File: config.mk
export PLATFORM = sky130hd
export DESIGN_NAME = axi4_ocram_ctrl
export DESIGN_NICKNAME = d
export VERILOG_FILES = /design/src/rtl/axi4_ocram_pkg.sv /design/src/rtl/axi4_ocram_rskid.sv /design/src/rtl/axi4_ocram_ctrl.sv
export SDC_FILE = /design/constraint.sdc
export NUM_CORES = 1
export LEC_CHECK = 0
export ABC_AREA = 1
export BUFFER_PORTS_ARGS = -buffer_cell sky130_fd_sc_hd__buf_2
export CORE_MARGIN = 5
export CORE_UTILIZATION = 25
export CTS_CLUSTER_DIAMETER = 100
export DETAILED_ROUTE_END_ITERATION = 7
export PLACE_DENSITY = 0.53
export SLEW_MARGIN = 10
export SYNTH_ARGS = -nofsm -noshare
export SYNTH_HDL_FRONTEND = slang
export SYNTH_SLANG_ARGS = --single-unit
File: constraint.sdc
create_clock -name clk -period 9.06 [get_ports clk]
set_clock_uncertainty 0.2 [all_clocks]
set_input_delay 0.906 -clock clk [delete_from_list [all_inputs] [get_ports clk]]
set_output_delay 0.906 -clock clk [all_outputs]
set_load 0.05 [all_outputs]
File: src/rtl/axi4_ocram_pkg.sv
// rtl/axi4_ocram_pkg.sv - shared types, response codes and burst address step for the OCRAM controller
package axi4_ocram_pkg;

    typedef enum logic [1:0] {
        BURST_FIXED = 2'b00,
        BURST_INCR  = 2'b01,
        BURST_WRAP  = 2'b10
    } burst_e;

    localparam logic [1:0] RESP_OKAY   = 2'b00;
    localparam logic [1:0] RESP_SLVERR = 2'b10;

    typedef enum logic [1:0] {
        ST_IDLE,
        ST_WR,
        ST_BRESP,
        ST_RD
    } state_e;

    // Byte address of the following beat; burst code 2'b11 falls through to INCR.
    function automatic logic [63:0] next_addr(input logic [63:0] addr, input logic [7:0] len,
                                              input logic [2:0] size, input logic [1:0] burst);
        logic [63:0] incr;
        logic [63:0] mask;
        incr = 64'd1 << size;
        mask = (({56'd0, len} + 64'd1) << size) - 64'd1;
        case (burst)
            BURST_FIXED: next_addr = addr;
            BURST_WRAP:  next_addr = (addr & ~mask) | ((addr + incr) & mask);
            default:     next_addr = addr + incr;
        endcase
    endfunction

endpackage

File: src/rtl/axi4_ocram_rskid.sv
// rtl/axi4_ocram_rskid.sv - 2-entry flow-through read-return buffer with issue credit
module axi4_ocram_rskid #(
    parameter int DATA_WIDTH = 64
) (
    input  logic                  clk,
    input  logic                  rstn,
    input  logic                  in_valid,
    input  logic [DATA_WIDTH-1:0] in_data,
    input  logic [1:0]            in_resp,
    input  logic                  in_last,
    input  logic                  out_ready,
    output logic                  out_valid,
    output logic [DATA_WIDTH-1:0] out_data,
    output logic [1:0]            out_resp,
    output logic                  out_last,
    output logic                  credit
);

    logic [DATA_WIDTH-1:0] data_q [2];
    logic [1:0]            resp_q [2];
    logic                  last_q [2];
    logic [1:0]            cnt_q;
    logic                  wr_ptr_q;
    logic                  rd_ptr_q;
    logic                  bypass;
    logic                  push;
    logic                  pop;
    logic [2:0]            cnt_nx;

    // An empty buffer passes the SRAM return straight through so rvalid follows the read by one cycle.
    always_comb begin
        bypass    = (cnt_q == 2'd0);
        out_valid = !bypass || in_valid;
        out_data  = '0;
        out_resp  = 2'b00;
        out_last  = 1'b0;
        if (out_valid) begin
            out_data = bypass ? in_data : data_q[rd_ptr_q];
            out_resp = bypass ? in_resp : resp_q[rd_ptr_q];
            out_last = bypass ? in_last : last_q[rd_ptr_q];
        end
        push   = in_valid && !(bypass && out_ready);
        pop    = out_valid && out_ready && !bypass;
        cnt_nx = {1'b0, cnt_q} + {2'b00, push} - {2'b00, pop};
        // A read issued now lands next cycle, so it needs a free slot after this cycle settles.
        credit = (cnt_nx < 3'd2);
    end

    // Occupancy and pointers.
    always_ff @(posedge clk or negedge rstn) begin
        if (!rstn) begin
            cnt_q    <= 2'd0;
            wr_ptr_q <= 1'b0;
            rd_ptr_q <= 1'b0;
        end else begin
            cnt_q <= cnt_nx[1:0];
            if (push) wr_ptr_q <= ~wr_ptr_q;
            if (pop)  rd_ptr_q <= ~rd_ptr_q;
        end
    end

    // Entry storage; contents are only observed through valid entries.
    always_ff @(posedge clk) begin
        if (push) begin
            data_q[wr_ptr_q] <= in_data;
            resp_q[wr_ptr_q] <= in_resp;
            last_q[wr_ptr_q] <= in_last;
        end
    end

endmodule

File: src/rtl/axi4_ocram_ctrl.sv
// rtl/axi4_ocram_ctrl.sv - AXI4 slave to single-port on-chip SRAM with burst support
module axi4_ocram_ctrl #(
    parameter int ID_WIDTH   = 8,
    parameter int DATA_WIDTH = 64,
    parameter int ADDR_WIDTH = 32,
    parameter int MEM_DEPTH  = 4096,
    parameter int STRB_WIDTH = DATA_WIDTH / 8
) (
    input  logic                         clk,
    input  logic                         rstn,
    input  logic [ID_WIDTH-1:0]          awid,
    input  logic [ADDR_WIDTH-1:0]        awaddr,
    input  logic [7:0]                   awlen,
    input  logic [2:0]                   awsize,
    input  logic [1:0]                   awburst,
    input  logic                         awvalid,
    output logic                         awready,
    input  logic [DATA_WIDTH-1:0]        wdata,
    input  logic [STRB_WIDTH-1:0]        wstrb,
    input  logic                         wlast,
    input  logic                         wvalid,
    output logic                         wready,
    output logic [ID_WIDTH-1:0]          bid,
    output logic [1:0]                   bresp,
    output logic                         bvalid,
    input  logic                         bready,
    input  logic [ID_WIDTH-1:0]          arid,
    input  logic [ADDR_WIDTH-1:0]        araddr,
    input  logic [7:0]                   arlen,
    input  logic [2:0]                   arsize,
    input  logic [1:0]                   arburst,
    input  logic                         arvalid,
    output logic                         arready,
    output logic [ID_WIDTH-1:0]          rid,
    output logic [DATA_WIDTH-1:0]        rdata,
    output logic [1:0]                   rresp,
    output logic                         rlast,
    output logic                         rvalid,
    input  logic                         rready,
    output logic                         sram_cs,
    output logic                         sram_we,
    output logic [STRB_WIDTH-1:0]        sram_be,
    output logic [$clog2(MEM_DEPTH)-1:0] sram_addr,
    output logic [DATA_WIDTH-1:0]        sram_din,
    input  logic [DATA_WIDTH-1:0]        sram_dout
);
    import axi4_ocram_pkg::*;

    localparam int BW = $clog2(STRB_WIDTH);
    localparam int MW = $clog2(MEM_DEPTH);

    state_e                state_q, state_d;
    logic                  last_wr_q;
    logic [ID_WIDTH-1:0]   id_q;
    logic [ADDR_WIDTH-1:0] addr_q;
    logic [7:0]            len_q;
    logic [2:0]            size_q;
    logic [1:0]            burst_q;
    logic [7:0]            cnt_q;
    logic                  err_q;
    logic                  iss_done_q;
    logic                  rd_pend_q, rd_pend_err_q, rd_pend_last_q;
    logic                  grant_w, grant_r, issue, credit, in_range;
    logic [63:0]           addr_wide;
    logic                  unused_ok;

    assign addr_wide = next_addr(64'(addr_q), len_q, size_q, burst_q);
    assign in_range  = (addr_q[ADDR_WIDTH-1:BW+MW] == '0);
    assign sram_addr = addr_q[BW +: MW];
    assign sram_be   = sram_we ? wstrb : '0;
    assign sram_din  = sram_we ? wdata : '0;
    assign bid       = id_q;
    assign rid       = id_q;
    assign bresp     = (bvalid && err_q) ? RESP_SLVERR : RESP_OKAY;
    assign unused_ok = ^{wlast, addr_wide[63:ADDR_WIDTH]};

    // Next state, channel handshakes and SRAM strobes; AW/AR share one engine, so SRAM use is exclusive.
    always_comb begin
        state_d = state_q;
        awready = 1'b0;
        arready = 1'b0;
        wready  = 1'b0;
        bvalid  = 1'b0;
        sram_cs = 1'b0;
        sram_we = 1'b0;
        issue   = 1'b0;
        grant_w = awvalid && (!arvalid || !last_wr_q);
        grant_r = arvalid && !grant_w;
        case (state_q)
            ST_IDLE: begin
                awready = grant_w;
                arready = grant_r;
                if (grant_w)      state_d = ST_WR;
                else if (grant_r) state_d = ST_RD;
            end
            ST_WR: begin
                wready = 1'b1;
                if (wvalid) begin
                    sram_cs = in_range;
                    sram_we = in_range;
                    if (cnt_q == len_q) state_d = ST_BRESP;
                end
            end
            ST_BRESP: begin
                bvalid = 1'b1;
                if (bready) state_d = ST_IDLE;
            end
            ST_RD: begin
                issue   = !iss_done_q && credit;
                sram_cs = issue && in_range;
                if (rvalid && rready && rlast) state_d = ST_IDLE;
            end
            default: state_d = ST_IDLE;
        endcase
    end

    // Burst context, beat address/count and the one-cycle read-return tag.
    always_ff @(posedge clk or negedge rstn) begin
        if (!rstn) begin
            state_q        <= ST_IDLE;
            last_wr_q      <= 1'b0;
            id_q           <= '0;
            addr_q         <= '0;
            len_q          <= '0;
            size_q         <= '0;
            burst_q        <= '0;
            cnt_q          <= '0;
            err_q          <= 1'b0;
            iss_done_q     <= 1'b0;
            rd_pend_q      <= 1'b0;
            rd_pend_err_q  <= 1'b0;
            rd_pend_last_q <= 1'b0;
        end else begin
            state_q <= state_d;
            if (awvalid && awready) begin
                id_q      <= awid;
                addr_q    <= awaddr;
                len_q     <= awlen;
                size_q    <= awsize;
                burst_q   <= awburst;
                cnt_q     <= '0;
                err_q     <= 1'b0;
                last_wr_q <= 1'b1;
            end else if (arvalid && arready) begin
                id_q       <= arid;
                addr_q     <= araddr;
                len_q      <= arlen;
                size_q     <= arsize;
                burst_q    <= arburst;
                cnt_q      <= '0;
                iss_done_q <= 1'b0;
                last_wr_q  <= 1'b0;
            end
            if (wvalid && wready) begin
                addr_q <= addr_wide[ADDR_WIDTH-1:0];
                cnt_q  <= cnt_q + 8'd1;
                if (!in_range) err_q <= 1'b1;
            end
            if (issue) begin
                addr_q <= addr_wide[ADDR_WIDTH-1:0];
                cnt_q  <= cnt_q + 8'd1;
                if (cnt_q == len_q) iss_done_q <= 1'b1;
            end
            rd_pend_q      <= issue;
            rd_pend_err_q  <= issue && !in_range;
            rd_pend_last_q <= issue && (cnt_q == len_q);
        end
    end

    axi4_ocram_rskid #(.DATA_WIDTH(DATA_WIDTH)) u_rskid (
        .clk       (clk),
        .rstn      (rstn),
        .in_valid  (rd_pend_q),
        .in_data   (rd_pend_err_q ? '0 : sram_dout),
        .in_resp   (rd_pend_err_q ? RESP_SLVERR : RESP_OKAY),
        .in_last   (rd_pend_last_q),
        .out_ready (rready),
        .out_valid (rvalid),
        .out_data  (rdata),
        .out_resp  (rresp),
        .out_last  (rlast),
        .credit    (credit)
    );

endmodule

==> reports/qor.yml, run 1 <==
finish:
  layout.cells.non_filler: 2887
  nets: 2434
  multi_input_area_um2: 6267
  syn_to_final_growth_pct: 24.80
  drive_above_1_share: 0.2542
  seq_area_um2: 5794
  fillers: 5763
die:
  die-width_um: 242.8
  num_rows: 85
  pin_count: 426
  start_util: 0.2522
  core_region_area_um2: 53710
  die_y_um: 242.8
  die-area_um2: 58940
place:
  place_inst: 2836
  routabilityCongestion: 0.9196
  portBuffers: 422
  place_hpwl_mm: 34.39
timing:
  tightest_slew_ns: 1.170
  fmax_mhz: 197.3
  setup_viol: 0
  fin_crit_sh: 0.5595
  setup_tns_ns: 0
  period_minus_slack_ns: 5.069
  relSlewSlack: 0.2199
  rsz0062_at_grt: "false"
  hold_ws_ns: 0.1365
  finalHoldViolations: 0
  finalMaxSlewViolations: 0
clocking:
  htree_levels: 1
  clock_path_buffers: 3
  cts_tree: "yes"
  numClockSinks: 205
  clkSlewWorstSetupHoldPaths_ns: 0.06
  cts_root_buf: "clkbuf_16"
  cts_hold_buf: 0
  clk_latency_ns: 0.55
  post_cts.repair.setup_buffers: 0
  cts_resized: 0
  cts-buffers-inserted: 26
route:
  via_per_inst: 4.648
  drt-wirelength-per-cell_um: 16.61
  first_pass_iters: 5
  wirelength_mm: 47.97
  vias: 13420
  drt_iter0_markers: 703
  drc: 0
  ant_nets: 0
pwr:
  peakVddDrop_mv: 0.1847
  pwr-share-clk: 0.149
  internal_power_mw: 2.824
  pwr-share-comb: 0.621
  p_sw_mw: 3.719
  p_per_area_nw_per_um2: 387.0
  switching_share: 0.5684
  p_seq_frac: 0.230
  leakagePower_nw: 8.325
yosys:
  synthCells: 1822
  synth_edf_count: 132
  yosysTopAreaCell: "edfxtp_1"
  yosys-top-cells-count: "nand2_1, inv_1, nor2_1, a21oi_1, edfxtp_1"
  yosys.cell_count.top_type: "nand2_1"
  yosys-top-cells-area: "edfxtp_1, dfrtp_1, nand2_1"
  ys_seq_area_frac: 0.4275
  synth.distinct_cells: 52
  ys_seq_elements: 205
  ys.flop_type: "edfxtp_1"
  syn_avg_cell_area_um2: 7.434
  ys_async_sr_fraction: 0.3561
  synthDominantCellAreaShare: 0.2926
  yosys_warnings: 0
  syn_area_um2: 13550
global_route:
  grt_pass1_vias: 13255
  antenna_found_initial: 5
  grt_max_degree: 82
  grt_first_pass_wirelength_mm: 74.57
  grt-ovfl-total: 0
  grt_use_total: 0.1535
setup_path:
  cp.arrival_ns: 3.96
  critPathKind: "reg2out"
  critPathLaunchType: "flip-flop"
  r2r-start: "u_rskid.cnt_q[1]"
  crit_start: "u_rskid.cnt_q[1]"
  critPathRequiredTime_ns: 7.95
  end_kind: "output pin"
  r2r_slack_ns: 4.78
  crit_path_max_fanout: 23
min_path:
  hp-class: "in2async"
flow_run:
  drv_cap: 0
outcome:
  status: "finished clean"
## final cells by class
cell class                      count  area share
Clock inverter                      8    0.003035
Inverter                          249     0.05544
Tap cell                          696     0.05151
Timing Repair Buffer              438      0.1322
Antenna cell                        4   0.0005921
Clock buffer                       39     0.04374
Multi-Input combinational cell   1248      0.3707
Sequential cell                   205      0.3428
## routing by layer
layer  share of wire  wire, um  track usage  vias up
li1                -         -            -     6650
met1            0.45     21600       0.2005     6343
met2            0.48     22850       0.2663      365
met3           0.053      2519      0.02728       58
met4           0.020       971      0.03438        4
met5         0.00050        24            0        -
## path summary, 6_finish.rpt
kind,end,cells after the start
setup / recovery,sram_cs,16
hold / removal,addr_q[4],1
setup reg to reg,addr_q[15],18
hold reg to reg,last_wr_q,2
max in group asynchronous,rd_pend_q,2
min in group clk,last_wr_q,2
## critical path, stage by stage, from the launching register on
cell and delay, ns:
dfrtp_1 0.43, nor2_1 0.44, nor2_1 0.14, ha_1 0.31, inv_1 0.05, ha_1 0.12
inv_1 0.05, fa_1 0.47, inv_1 0.06, nor3_1 0.14, and2_1 0.16, inv_1 0.09
nand2_2 0.08, clkinv_1 0.15, buf_4 0.28, nor2_1 0.15, buf_2 0.29
## power groups by stage
stage | registers (mW) | logic (mW) | clock network [mW]
floorplan | 1.44 | 3.18 | 0
global placement | 1.52 | 4.05 | 0
detailed placement | 1.52 | 4.08 | 0
CTS | 1.51 | 4.10 | 1.02
global route | 1.54 | 4.44 | 1.05
finish | 1.51 | 4.06 | 0.976
## stage by stage
| step | setup slack, ns | total power, mW | utilization | instance area, um^2 |
|---|---|---|---|---|
| finish | 3.991 | 6.543 | 0.3148 | 16910 |
| global route | 3.592 | 7.030 | 0.3147 | 16900 |
| CTS | 3.857 | 6.622 | 0.3146 | 16900 |
| detailed placement | 4.368 | 5.603 | 0.2998 | 16100 |
| global placement | 4.340 | 5.565 | 0.2998 | 16100 |
| floorplan | 4.385 | 4.625 | - | 13550 |
## logic make-up (layout without fill, tap and decap cells)
kind of cell,count (synthesis),after routing,share of synthesized area
flip-flops,205,205,0.4275
buffers and inverters,370,734,0.1131
AO/OA/AOI/OAI,343,343,0.1429
other,1,6,0.0002768
multiplexers,1,1,0.0008313
AND/OR/NAND/NOR,850,850,0.2763
adder cells (fa/ha/maj),16,16,0.01589
XOR/XNOR,36,36,0.02328
## sequential cells by signal, indices dropped and copies added (netlist names), 3 cells and up
signal / count
bid: 8
size_q: 3
cnt_q: 8
len_q: 8
addr_q: 32
u_rskid.data_q: 128
## placed cells by master (no fill, tap or decap), types with 10 or more instances in the layout
| cell type | count |
|---|---|
| clkbuf_16 | 26 |
| inv_1 | 235 |
| ha_1 | 14 |
| dfrtp_1 | 70 |
| nand3_2 | 10 |
| o22ai_1 | 18 |
| nor3_1 | 14 |
| nand3_1 | 99 |
| a31oi_1 | 65 |
| buf_4 | 17 |
| nor2_1 | 212 |
| buf_2 | 421 |
| nor2_4 | 12 |
| inv_2 | 11 |
| nand2_2 | 20 |
| nand4_1 | 16 |
| o211ai_1 | 11 |
| xor2_1 | 32 |
| a21oi_1 | 179 |
| o21ai_0 | 44 |
| nand2_1 | 431 |
| edfxtp_1 | 132 |
Note: power is estimated with default switching activity, not from simulation.
==> inputs of run 2 (changes only) <==
- PLACE_DENSITY: 0.53 -> 0.55
- clock period: 9.06 -> 4.4 ns (I/O delays scaled with it)
==> run 2 against run 1 <==
  * Global-route usage increased by 0.34 points
  * Critical path depth did not move
  * Via count up 1.8%
  * Cell area is 3.0% higher
  * Clock power grew 100%
  * Clock-buffer cell count shrank 6
  * Total power is 110% higher
  * Largest power group unchanged
  * Highest routed layer unchanged
  * Utilization increased by 0.95 points
==> reports/qor.yml, run 2 (synthesized netlist as in run 1, its figures left out) <==
global_route:
  grt_pass1_vias: 13460
  grt_max_degree: 95
  grt-ovfl-total: 0
  grt_first_pass_wirelength_mm: 75.80
  antenna_found_initial: 3
  grt_use_total: 0.1569
route:
  first_pass_iters: 7
  drt_iter0_markers: 782
  vias: 13663
  wirelength_mm: 48.97
  drt-wirelength-per-cell_um: 16.68
  ant_nets: 0
  via_per_inst: 4.654
  drc: 0
clocking:
  cts-buffers-inserted: 26
  cts_root_buf: "clkbuf_16"
  clk_latency_ns: 0.55
  htree_levels: 1
  cts_tree: "yes"
  post_cts.repair.setup_buffers: 0
  clock_path_buffers: 3
  numClockSinks: 205
  clkSlewWorstSetupHoldPaths_ns: 0.06
timing:
  period_minus_slack_ns: 4.053
  rsz0062_at_grt: "false"
  relSlewSlack: 0.3501
  tightest_slew_ns: 0.9749
  setup_tns_ns: 0
  finalMaxSlewViolations: 0
  fin_crit_sh: 0.9210
  setup_slack_ns: 0.3474
  setup_viol: 0
  finalHoldViolations: 0
  fmax_mhz: 246.8
place:
  routabilityCongestion: 0.9521
  place_hpwl_mm: 35.34
  pre_cts_slack_ns: 0.7157
  portBuffers: 422
finish:
  syn_to_final_growth_pct: 28.56
  nets: 2486
  layout_commonest_cell: "nand2_1"
  regMostFlops: "u_rskid.data_q"
  drive_above_1_share: 0.2532
  final_util: 0.3242
  mostFrequentLayoutCells: "nand2_1, buf_2, inv_1"
  largestRegisters: "u_rskid.data_q x128, addr_q x32"
  largest_reg_flops: 128
  fillers: 5714
flow_run:
  drv_cap: 0
pwr:
  switching_share: 0.5605
  p_per_area_nw_per_um2: 788.0
  leakagePower_nw: 8.556
  peakVddDrop_mv: 0.4449
  pwr-share-clk: 0.143
  pwr-share-comb: 0.637
  internal_power_mw: 6.030
  p_seq_frac: 0.220
  p_sw_mw: 7.692
  power_mw: 13.72
setup_path:
  crit_path_max_fanout: 5
  cp.arrival_ns: 3.41
  critPathLaunchType: "flip-flop"
  critPathRequiredTime_ns: 3.76
  end_kind: "output pin"
  critPathKind: "reg2out"
die:
  start_util: 0.2522
  die-width_um: 242.8
  pin_count: 426
  core_region_area_um2: 53710
  die-area_um2: 58940
  die_y_um: 242.8
  num_rows: 85
outcome:
  status: "finished clean"
min_path:
  hp-class: "in2reg"
-- run 2: cell types whose count changed in the layout (fill, tap and decap cells not counted), sizes merged, moves of 3 or more --
| cell | change |
|---|---|
| diode | -3 |
| clkbuf | -6 |
| clkinv | +6 |
| dlygate4sd3 | +43 |
| buf | +9 |
-- run 2: repair_timing --
action,in CTS,in global routing
resized for setup,0,3
endpoints found under the hold margin,64,0
setup endpoints to repair,0,1
hold buffers,43,0
-- run 2: final cells by class --
type / instances / area (um^2) / share of cell area
multi-input combinational: 1248 / 6267 / 0.3599
sequential: 205 / 5794 / 0.3327
timing repair buffer: 490 / 2760 / 0.1585
inverter: 249 / 937.1 / 0.05382
tap: 696 / 870.8 / 0.05001
clock buffer: 33 / 696.9 / 0.04002
clock inverter: 14 / 85.08 / 0.004886
antenna: 1 / 2.502 / 0.0001437
-- run 2: power by group through the flow --
stage                     clock network (mW)  registers, mW  logic [mW]
after floorplan                            0           2.97        6.55
after detailed placement                   0           3.04        8.54
after global routing                    2.11           3.09        9.55
final                                   1.96           3.02        8.74
after CTS                               2.03           3.01        8.78
after global placement                     0           3.04        8.45
-- run 2: routing by layer --
metal / track usage / vias to the layer above / part of all wire
met1: 0.2042 / 6378 / 0.44
met4: 0.03655 / 4 / 0.022
met5: 0 / - / 0.00041
met3: 0.03707 / 70 / 0.067
met2: 0.2652 / 468 / 0.47
li1: - / 6743 / -
-- run 2: path summary, 6_finish.rpt --
check / endpoint / slack, ns / cells after the start / startpoint
max in group asynchronous: u_rskid.rd_ptr_q / 2.84 / 3 / rstn
min in group asynchronous: bid[3] / 0.25 / 2 / rstn
worst max-delay path: sram_cs / 0.35 / 16 / u_rskid.cnt_q[1]
worst min-delay path: addr_q[13] / 0.04 / 5 / awaddr[13]
worst max register to register: addr_q[1] / 0.72 / 18 / u_rskid.cnt_q[1]
worst min register to register: last_wr_q / 0.29 / 2 / last_wr_q
-- run 2: per-stage QoR --
step                cell area [um^2]  instances  hold WS, ns
finish                         17410       2936      0.03747
global placement               16190       2845       0.2540
detailed placement             16190       2845       0.2766
floorplan                      13550       1823     -0.05559
global route                   17410       2936      0.02571
CTS                            17410       2935    0.0007340
-- run 2: worst max-delay path: stages, from the launching register on --
cell      delay [ns]
dfrtp_1         0.41
nor2_1          0.07
buf_4           0.15
nor2_1          0.16
ha_1            0.26
inv_1           0.06
ha_1            0.13
inv_1           0.05
fa_1            0.48
inv_1           0.05
nor3_1          0.14
and2_1          0.15
inv_1           0.10
nand2_2         0.13
clkinv_1        0.11
nor2_2          0.19
buf_4           0.24
